`src/rtl/abs_block_accumulator.sv`:
```
`default_nettype none
// ============================================================================
// Module      : abs_block_accumulator
// Description : Streaming |x| accumulator; emits sum, peak and count per block
//               of up to LEN signed samples, valid/ready on both sides.
// Revision    : 1.0 - initial release
// ============================================================================
module abs_block_accumulator #(
    parameter int DATA_W = 16,
    parameter int LEN    = 8
) (
    input  logic                                 clk,
    input  logic                                 rst,
    input  logic                                 in_valid,
    output logic                                 in_ready,
    input  logic [DATA_W-1:0]                    in_data,
    input  logic                                 in_last,
    output logic                                 out_valid,
    input  logic                                 out_ready,
    output logic [DATA_W+$clog2(LEN)-1:0]        out_sum,
    output logic [DATA_W-1:0]                    out_max,
    output logic [$clog2(LEN+1)-1:0]             out_count
);

    localparam int CNT_W = $clog2(LEN + 1);
    localparam int SUM_W = DATA_W + $clog2(LEN);
    localparam logic [CNT_W-1:0] C_LEN = CNT_W'(LEN);

    typedef enum logic [0:0] {
        ST_ACCUM = 1'b0,
        ST_HOLD  = 1'b1
    } state_t;

    state_t             r_state;
    logic [SUM_W-1:0]   r_acc;
    logic [DATA_W-1:0]  r_peak;
    logic [CNT_W-1:0]   r_count;
    logic               r_out_valid;
    logic [SUM_W-1:0]   r_out_sum;
    logic [DATA_W-1:0]  r_out_max;
    logic [CNT_W-1:0]   r_out_count;

    logic               w_xfer;
    logic [DATA_W-1:0]  w_mag;
    logic [SUM_W-1:0]   w_sum_nxt;
    logic [DATA_W-1:0]  w_peak_nxt;
    logic [CNT_W-1:0]   w_cnt_nxt;
    logic               w_close;

    // in_ready depends only on state and reset, never on out_ready.
    assign in_ready = (r_state == ST_ACCUM) && !rst;
    assign w_xfer   = in_valid && in_ready;

    // Unsigned negation keeps -2^(DATA_W-1) as exactly 2^(DATA_W-1).
    assign w_mag      = in_data[DATA_W-1] ? (~in_data + 1'b1) : in_data;
    assign w_sum_nxt  = r_acc + {{(SUM_W-DATA_W){1'b0}}, w_mag};
    assign w_peak_nxt = (w_mag > r_peak) ? w_mag : r_peak;
    assign w_cnt_nxt  = r_count + 1'b1;
    assign w_close    = in_last || (w_cnt_nxt == C_LEN);

    always_ff @(posedge clk) begin
        if (rst) begin
            r_state     <= ST_ACCUM;
            r_acc       <= '0;
            r_peak      <= '0;
            r_count     <= '0;
            r_out_valid <= 1'b0;
            r_out_sum   <= '0;
            r_out_max   <= '0;
            r_out_count <= '0;
        end else begin
            case (r_state)
                ST_ACCUM: begin
                    if (w_xfer) begin
                        if (w_close) begin
                            r_out_sum   <= w_sum_nxt;
                            r_out_max   <= w_peak_nxt;
                            r_out_count <= w_cnt_nxt;
                            r_out_valid <= 1'b1;
                            r_acc       <= '0;
                            r_peak      <= '0;
                            r_count     <= '0;
                            r_state     <= ST_HOLD;
                        end else begin
                            r_acc   <= w_sum_nxt;
                            r_peak  <= w_peak_nxt;
                            r_count <= w_cnt_nxt;
                        end
                    end
                end
                ST_HOLD: begin
                    if (out_ready) begin
                        r_out_valid <= 1'b0;
                        r_state     <= ST_ACCUM;
                    end
                end
                default: r_state <= ST_ACCUM;
            endcase
        end
    end

    assign out_valid = r_out_valid;
    assign out_sum   = r_out_sum;
    assign out_max   = r_out_max;
    assign out_count = r_out_count;

endmodule
`default_nettype wire

```
`config.mk`:
```
export PLATFORM = sky130hd
export DESIGN_NAME = abs_block_accumulator
export DESIGN_NICKNAME = d
export VERILOG_FILES = /design/src/rtl/abs_block_accumulator.sv
export SDC_FILE = /design/constraint.sdc
export NUM_CORES = 1
export LEC_CHECK = 0
export ABC_AREA = 1
export ABC_CLOCK_PERIOD_IN_PS = 2700
export BUFFER_PORTS_ARGS = -buffer_cell sky130_fd_sc_hd__clkbuf_2
export CAP_MARGIN = 10
export CORE_AREA = 2 2 100 102
export CTS_BUF_LIST = sky130_fd_sc_hd__clkbuf_8
export DETAILED_ROUTE_END_ITERATION = 8
export DIE_AREA = 0 0 102 104
export PLACE_DENSITY = 0.82
export SYNTH_ARGS = -nofsm -noshare
export SYNTH_HDL_FRONTEND = slang
export SYNTH_SLANG_ARGS = --single-unit
```
`constraint.sdc`:
```
create_clock -name clk -period 2.7 [get_ports clk]
set_clock_uncertainty 0.2 [all_clocks]
set_input_delay 0.54 -clock clk [delete_from_list [all_inputs] [get_ports clk]]
set_output_delay 0.54 -clock clk [all_outputs]
set_load 0.01 [all_outputs]
```
==> results.json <==
{
  "portBuffers": 61,
  "min_period_over_period": 1.130,
  "die_h_microns": 104,
  "synth_ff_type": "dfxtp_1",
  "clkTransAtPathRegs_ns": 0.09,
  "num_io_pins": 62,
  "rsz0062_at_grt": "true",
  "wl_met3_mm": 1.067,
  "worstPathRequired_ns": 2.79,
  "die_w_microns": 102,
  "rows": 36,
  "path_class": "in -> reg",
  "period_needed_ns": 3.052,
  "nNetsFinal": 1002,
  "worstSetupStartpoint": "in_data[1]",
  "synthTopCellsByArea": "dfxtp_1 (31%), nand2_1 (19%), nor2_1 (8.4%), ha_1 (8.3%), inv_1 (7.0%)",
  "netlist_area_sq_mm": 0.005129,
  "post-route-util": 0.7399,
  "antenna_found_initial": 0,
  "drtPass1Iterations": 7,
  "finalSetupTns_ns": -5.200,
  "ant_nets": 0,
  "yosysUniqueCellTypes": 37,
  "violations": "design-rule violations, negative setup slack",
  "final.setup.worst_slack_ns": -0.3519,
  "maxUsedRoutingLayer": "met4",
  "drv_slew": 0,
  "cts_sinks": 80,
  "rr_endpoint": "r_peak[0]",
  "post_drt_wl_per_cell_microns": 15.27,
  "path_max_fanout": 8,
  "gp_congestion": 0.9321,
  "cts_buffers": 9,
  "slew_headroom": 0.5010,
  "hold_violations": 0,
  "track_usage": 0.2781,
  "grt_max_degree": 70,
  "grt-ovfl-total": 0,
  "dp_cells": 1059,
  "syn_inst": 814,
  "fin_cells": 1084,
  "ys_ff_latch": 80,
  "drv_cap": 0,
  "final_cell_mix": "nand2_1 (215), nor2_1 (100), inv_1 (89)",
  "drive_gt1_frac": 0.3081,
  "nFillCells": 702,
  "die_area_sq_mm": 0.01061,
  "cp.arrival_ns": 3.14,
  "finalSetupViolCount": 36,
  "cp-end-kind": "register",
  "core-area_sq_mm": 0.009549,
  "peakVddDrop_mv": 0.3209,
  "place_hpwl_mm": 9.783,
  "placed_cell_area_sq_mm": 0.006165,
  "synth_top_area_share": 0.3123,
  "cts_tree": "yes",
  "synth_top_cell_by_area": "dfxtp_1",
  "crit-reg2reg-launch": "r_peak[15]",
  "htreeDepth": 3,
  "drc": 1,
  "layout_commonest_cell": "nand2_1",
  "wl_met2_mm": 8.236,
  "worst_pin_slew_ns": 0.7484,
  "grt_pass1_vias": 5304,
  "syn2layout_area_growth_pct": 37.77,
  "p_leak_nw": 3.460,
  "synthArstFlopShare": 0,
  "power_density_mw_per_mm2": 462.0,
  "rrSetupSlack_ns": 0.18,
  "routed_via_density": 5.467,
  "clock_latency_ns": 0.38,
  "start_util": 0.5371,
  "syn_nets": 870,
  "start_kind": "input port",
  "clock-root-buffer": "clkbuf_8",
  "wirelength_mm": 16.55,
  "grt_pass1_wl_mm": 23.87,
  "vias": 5926,
  "synth.yosys.seq_area_share": 0.3123,
  "met1Wirelength_mm": 6.379,
  "rr_worst_depth": 9,
  "hold_class": "in -> reg",
  "max_freq_mhz": 327.7,
  "num_antenna_cells": 0,
  "initialDrtViolationCount": 447,
  "avgSynthCellArea_sq_um": 6.301,
  "status": "finished with violations",
  "clockBufferDepth": 2,
  "crit_end": "r_peak[0]",
  "ys_warn_count": 0,
  "final_area_sq_mm": 0.007066,
  "synth-edff-count": 0
}
-- cell usage after synthesis (all sizes together), types with 3 or more instances --
cell,instances
nand3,65
xnor2,4
o21ai,28
clkbuf,9
o21bai,3
xor2,11
nor2,117
buf,20
ha,34
a21o,3
nand2,258
dfxtp,80
inv,97
nand3b,7
a21oi,63
-- through the flow --
stage          worst slack [ns]  hold slack, ns  total power, mW
5_1_grt                 -0.3860          0.2346            3.394
6_report                -0.3519          0.2170            3.264
3_3_place_gp            -0.4630          0.2518            2.064
3_5_place_dp            -0.5943          0.2571            2.077
2_1_floorplan          -0.06348          0.2445            1.791
4_1_cts                -0.01052          0.2231            3.056
-- kinds of logic (layout without fill, tap and decap cells) --
kind of cell / Yosys count / in the layout / share of synthesized area
and+or+nand+nor: 453 / 454 / 0.3628
buffers and inverters: 126 / 262 / 0.1022
AOI/OAI and AO/OA: 105 / 105 / 0.1088
DFF: 80 / 80 / 0.3123
adders and majority gates: 35 / 35 / 0.08685
xor gates and xnor gates: 15 / 15 / 0.02708
-- registers in the layout, indices dropped and copies added (netlist names) --
name and flops:
r_peak 16, out_valid 1, r_acc 19, out_sum 19, out_max 16, r_state 1, r_count 4, out_count 4
-- worst min-delay path by stage --
stage / depth (start not counted) / startpoint / slack (ns) / endpoint
2_1_floorplan: 2 / r_peak[15] / 0.24 / r_peak[15]
3_3_place_gp: 2 / r_peak[3] / 0.25 / r_peak[3]
3_5_place_dp: 2 / r_peak[1] / 0.26 / r_peak[1]
4_1_cts: 4 / out_ready / 0.22 / r_state
5_1_grt: 4 / out_ready / 0.23 / r_state
6_report: 4 / out_ready / 0.22 / r_state
-- per-layer routing --
metal,track usage,vias to the layer above
met5,0,-
met4,0.1067,0
met3,0.04167,82
met2,0.4803,298
met1,0.3435,2702
li1,-,2844
-- where the power goes --
| part | internal (mW) | total, mW | switching, mW |
|---|---|---|---|
| clock network | 0.439 | 0.965 | 0.526 |
| registers | 1.23 | 1.26 | 0.0308 |
| logic | 0.423 | 1.04 | 0.615 |
-- timing repair --
item	in CTS	in global routing
hold buffers	0	0
resized for setup	41	96
endpoints found under the setup margin	51	58
cloned	2	0
pin swaps	14	43
buffers inserted	3	4
-- cell type report --
| class | count | area [sq um] | area share |
|---|---|---|---|
| multi-input combinational | 609 | 3647 | 0.5162 |
| sequential | 80 | 1602 | 0.2267 |
| timing repair buffer | 149 | 1056 | 0.1495 |
| inverter | 97 | 392.9 | 0.05560 |
| tap | 133 | 166.4 | 0.02355 |
| clock buffer | 9 | 123.9 | 0.01753 |
| clock inverter | 7 | 77.57 | 0.01098 |
-- critical path: stages --
cell     delay (ns)
buf_12         0.09
inv_16         0.03
ha_4           0.15
nand2_4        0.09
nor2_4         0.03
buf_4          0.14
nand3_4        0.08
nand2_1        0.06
nand2_1        0.10
nand2_2        0.11
ha_4           0.28
nand4_1        0.14
nor3_4         0.31
nand3_4        0.25
buf_8          0.21
nand3_1        0.10
nand3_1        0.14
a21oi_1        0.26
(Power assumes the default switching activity.)
